--- src/rtl/xor_stream_cipher_ch.sv ---
// Streaming pixel/keystream XOR cipher over CH channels, plain or chained (ciphertext feedback).
// One-cycle registered output; pixel and key are consumed together only when the output slot is free.
module xor_stream_cipher_ch #(
    parameter int             CH    = 3,
    parameter int             W     = 8,
    parameter int             DEPTH = 16384,
    parameter logic [W-1:0]   IV    = '0,
    parameter int             CW    = $clog2(DEPTH+1)
) (
    input  logic              clk,
    input  logic              rst,
    input  logic              start,
    input  logic              dir,
    input  logic              chain_en,
    input  logic              in_valid,
    input  logic [CH*W-1:0]   in_data,
    output logic              in_ready,
    input  logic              key_valid,
    input  logic [CH*W-1:0]   key_data,
    output logic              key_ready,
    output logic              out_valid,
    output logic [CH*W-1:0]   out_data,
    input  logic              out_ready,
    output logic              busy,
    output logic              done,
    output logic [CW-1:0]     count
);

    typedef enum logic [1:0] {IDLE, RUN, FLUSH, DONE} state_t;

    localparam logic [CW-1:0]   LAST_CNT = CW'(DEPTH - 1);
    localparam logic [CW-1:0]   MAX_CNT  = CW'(DEPTH);
    localparam logic [CH*W-1:0] IV_ALL   = {CH{IV}};

    state_t          state, state_nxt;
    logic            dir_q, chain_q;
    logic [CH*W-1:0] chain_reg;
    logic [CH*W-1:0] result;
    logic            acc;
    logic            start_acc;

    assign start_acc = start && (state == IDLE || state == DONE);
    assign acc       = (state == RUN) && in_valid && key_valid && (!out_valid || out_ready);
    assign in_ready  = acc;
    assign key_ready = acc;
    assign busy      = (state == RUN) || (state == FLUSH);
    assign done      = (state == DONE);

    // XOR is bitwise, so the whole packed word handles every channel independently.
    assign result = in_data ^ key_data ^ (chain_q ? chain_reg : '0);

    always_comb begin
        state_nxt = state;
        case (state)
            IDLE, DONE: if (start) state_nxt = RUN;
            RUN:        if (acc && count == LAST_CNT) state_nxt = FLUSH;
            FLUSH:      if (!out_valid || out_ready) state_nxt = DONE;
            default:    state_nxt = IDLE;
        endcase
    end

    always_ff @(posedge clk or posedge rst) begin
        if (rst) state <= IDLE;
        else     state <= state_nxt;
    end

    always_ff @(posedge clk or posedge rst) begin
        if (rst) begin
            count     <= '0;
            chain_reg <= IV_ALL;
            dir_q     <= 1'b0;
            chain_q   <= 1'b0;
        end else if (start_acc) begin
            count     <= '0;
            chain_reg <= IV_ALL;
            dir_q     <= dir;
            chain_q   <= chain_en;
        end else if (acc) begin
            if (count != MAX_CNT) count <= count + 1'b1;
            // Decrypt feeds back the received ciphertext so both ends track the same chain.
            if (chain_q) chain_reg <= dir_q ? in_data : result;
        end
    end

    always_ff @(posedge clk or posedge rst) begin
        if (rst) begin
            out_valid <= 1'b0;
            out_data  <= '0;
        end else if (acc) begin
            out_valid <= 1'b1;
            out_data  <= result;
        end else if (out_ready) begin
            out_valid <= 1'b0;
            out_data  <= '0;
        end
    end

endmodule
--- config.mk ---
export PLATFORM = sky130hd
export DESIGN_NAME = xor_stream_cipher_ch
export DESIGN_NICKNAME = d
export VERILOG_FILES = /design/src/rtl/xor_stream_cipher_ch.sv
export SDC_FILE = /design/constraint.sdc
export NUM_CORES = 1
export LEC_CHECK = 0
export CAP_MARGIN = 30
export CELL_PAD_IN_SITES_DETAIL_PLACEMENT = 0
export CELL_PAD_IN_SITES_GLOBAL_PLACEMENT = 1
export CORE_ASPECT_RATIO = 1.1
export CORE_UTILIZATION = 23
export CTS_CLUSTER_SIZE = 10
export DETAILED_ROUTE_END_ITERATION = 10
export GPL_TIMING_DRIVEN = 0
export PLACE_DENSITY = 0.61
export SLEW_MARGIN = 20
export SYNTH_ARGS = -nofsm -noshare
export SYNTH_HDL_FRONTEND = slang
export SYNTH_SLANG_ARGS = --single-unit
--- constraint.sdc ---
create_clock -name clk -period 4.9 [get_ports clk]
set_input_delay 0.98 -clock clk [delete_from_list [all_inputs] [get_ports clk]]
set_output_delay 0.98 -clock clk [all_outputs]
set_load 0.02 [all_outputs]
### Word level (Yosys, flattened, before mapping)

Cells that the tools add are included.
W data, S select, Z words.

* eq/ne operators: 8
* bitwise operators: 2
* reduce and logical (&&, ||, !) cells: 18
* multiplexer cells: 16
* $add $sub $neg: 1

Operator list (count)
* $mux W24: 7
* $xor A24 B24 Y24: 2
* $mux W15: 3
* $add A15 B1 Y15 const B: 1
* $eq A15 B14 Y1 const B: 1
* $ne A15 B15 Y1 const B: 1
* $reduce_bool A2 Y1: 4
* $mux W2: 3
* $pmux W2 S3: 1
* $logic_and A1 B1 Y1: 5
* $eq A2 B2 Y1 const B: 2
* $ne A2 B1 Y1 const B: 2
* $reduce_and A2 Y1: 2
* $logic_or A1 B1 Y1: 3
* $reduce_and A3 Y1: 1
* $eq A2 B1 Y1 const B: 1
* $logic_not A2 Y1: 1
* $mux W1: 2
* $ne A2 B2 Y1 const B: 1
* $reduce_or A2 Y1: 1
* $logic_not A1 Y1: 1

* logic and storage cells: 52
* output and inout port bits: 44
* register bits: 68
* input port bits: 56

### Depth between registers and ports, before layout

* depth after elaboration: 7
* depth in mapped cells: 9
* gate-level depth less buffers: 7

### Least setup slack after synthesis

No wires, ideal clock.

* path kind: input port to output port
* start point: in key_valid
* end point: out key_ready
* buffers on the path: 1
* required time: 3.920 ns
* arrival: 1.726 ns
* stages on the path: 4
* slack: 2.194 ns
* path through: and3_1 nand2_1 inv_1 buf_4

* cells in the longest elaborated chain, start to end: 2

RTL lines
* start, declared: line 18 `input logic key_valid,`
* $logic_and A1 B1 Y1 (2 in a row): line 43 `assign acc = (state == RUN) && in_valid && key_valid && (!out_valid || out_ready);`
* end, declared: line 20 `output logic key_ready,`

Every way passes these cells.

### Worst setup path in the final report

* start point: in out_ready
* end point: out key_ready

* cells in the longest elaborated chain, start to end: 2

RTL lines
* start, declared: line 23 `input logic out_ready,`
* $logic_or A1 B1 Y1: line 43
* $logic_and A1 B1 Y1: line 43

Every way passes these cells.

==> qor.csv <==
metric;value;unit
place_ws;0.6723;ns
routed_wl;12800;µm
design.core.area;17200;µm²
hold_buffers;0;
drive_gt1_share;8.829;%
setup_violations;0;
die_w;128.9;µm
slowest_delay;0.71;ns
vdd_drop_max;0.2336;mV
areaGrowthSynthToFinish;40.48;%
worstPathArrival;3.23;ns
worst-path-max-fanout;8;
ctsResizeCount;0;
cts_tree;built;
setup_tns;0;ns
wire_per_inst;16.22;µm
num_rows;50;
rsz0062_at_grt;false;
worstSetupPathType;in2out;
postSynth.asyncResetShare;100.0;%
fp.dieH;141.6;µm
grt_start_max_net_pins;43;
clockBufferDepth;2;
viasPerCell;4.681;
min_path_type;reg2reg;
grt_pass1_vias;3827;
crit_path_frequent_cell;clkdlybuf4s50_1;
fin_crit_sh;85.94;%
cap_violations;0;
p_seq_share;29.9;%
skew;0.003324;ns
cts_root_buffer;clkbuf_16;
yosysWarnings;0;
synth.distinct_cells;40;
yosysSeqAreaShare;41.74;%
crit_path_start_kind;primary input;
avgSynthCellArea;9.286;µm²
cp_slowest_cell;clkdlybuf4s50_1;
num_vias;3693;
hpwl;9277;µm
io_pins;100;
comb_power_share;43.3;%
numCtsBuffers;9;
first_pass_iters;4;
slew_headroom;58.06;%
antennaDiodeCount;0;
drc;0;
insertion_delay;0.34;ns
p_total;2770;µW
p_sw_share;38.89;%
status;complete, no violations;
setup_slack;0.6887;ns
synth_edf_count;0;
syn-cell-area;4076;µm²
p_switching;1077;µW
overflow;0;
clkPwrFrac;26.8;%
slew_violations;0;
power.leakage;0.002289;µW
power_density;483.8;nW/µm²
cts_sinks;68;
min_period;4.211;ns
ys_top_cells_by_area;dfrtp_1, xnor2_1, nand3b_1;
path_cells;clkdlybuf4s50_1 -> nand2b_1 -> nand2_1 -> inv_1 -> buf_4 -> clkdlybuf4s50_1;
io_buffers;99;
dieArea;18260;µm²
worst_pin_slew;0.6291;ns
yosys.area.top_type;dfrtp_1;
syn-instance-count;439;
postCtsSetupRepairBufs;0;
initial_core_util;23.69;%
htree_levels;3;
synthFlopType;dfrtp_1;
cp-end-kind;primary output;
gp_congestion;0.8174;
antenna_found_initial;0;
clock.fmax;237.5;MHz
nets;612;
finalHoldViolCount;0;
internal_power;1693;µW
cts.clk_slew.worst_paths;0.06;ns
dpl_cell_area;5390;µm²
grtUsageTotal;14.75;%
critPathRequiredTime;3.92;ns
synth_top_area_share;41.74;%
fill_cells;1790;
stdcell_area;5727;µm²
ys_ff_latch;68;
syn_nets;501;
grt_pass1_wl;20530;µm
drt_iter0_drc;117;
antenna_left;0;
## per-layer routing
layer	track usage, %	wire length (µm)
met1	18.55	5790
met2	24.58	6111
met3	3.130	641
met4	5.697	253
met5	0	0
## synth_stat cells, drive strengths merged (3+ instances only)
cell    count
nand4       4
a21bo      23
o21ai      29
nand3       6
buf         7
nand2      64
or3         4
nor2       10
clkbuf     20
o31ai      25
nor4        4
a211oi      3
mux2i       3
or4         5
xnor2      52
a21oi      28
ha          6
nand3b     47
inv        10
dfrtp      68
## layout make-up
type	instances	area (µm²)	area share [%]
Clock buffer	12	266.5	4.654
Inverter	10	40.04	0.6991
Clock inverter	4	70.07	1.224
Buffer	27	107.6	1.879
Tap cell	234	292.8	5.113
Sequential cell	68	1702	29.71
Multi-Input combinational cell	334	2230	38.93
Timing Repair Buffer	100	1018	17.78
## stage by stage
step           cells  hold slack (ns)  utilization, %
2_1_floorplan    439           0.4502               -
3_3_place_gp     772           0.4683           31.16
3_5_place_dp     773           0.4959           31.33
4_1_cts          789           0.5101           33.29
5_1_grt          789           0.5331           33.29
6_report         789           0.5044           33.29
## power by group through the flow
stage | combinational, µW | clock [µW] | sequential, µW
final | 1200 | 742 | 828
after detailed placement | 1220 | 0 | 838
after floorplan | 734 | 0 | 867
after global routing | 1330 | 781 | 849
after CTS | 1230 | 762 | 829
after global placement | 1190 | 0 | 829
## worst paths after layout
kind	start	end	slack [ns]	cells after the start
min in group asynchronous	rst	count[0]	0.98	2
hold reg to reg	chain_reg[5]	chain_reg[5]	0.50	2
max in group asynchronous	rst	chain_reg[7]	3.35	3
hold / removal	chain_reg[5]	chain_reg[5]	0.50	2
setup reg to reg	state[0]	chain_reg[0]	2.13	9
setup / recovery	out_ready	key_ready	0.69	6
## cell families after synthesis
logic type / Yosys count / synth area share (%)
compound gates: 116 / 19.43
xor+xnor: 53 / 11.39
fa+ha+maj: 6 / 1.842
buf+inv: 37 / 3.560
flops: 68 / 41.74
mux: 3 / 0.7367
simple gates: 156 / 21.30
## worst max-delay path: cells and delay by family
family / cells / cell delay, ns
buffers and inverters: 4 / 1.73
AND/OR/NAND/NOR: 2 / 0.51
## placed cells by master (no fill, tap or decap), drive strengths merged, types with 8 or more instances in the layout
cell and instances:
nand2 64, nor2 10, buf 8, xnor2 52
nand3b 47, o21ai 29, clkbuf 32, a21bo 23
dfrtp 68, inv 10, o31ai 25, clkdlybuf4s50 99
a21oi 28
No activity file was read; power rests on OpenSTA's default activity.
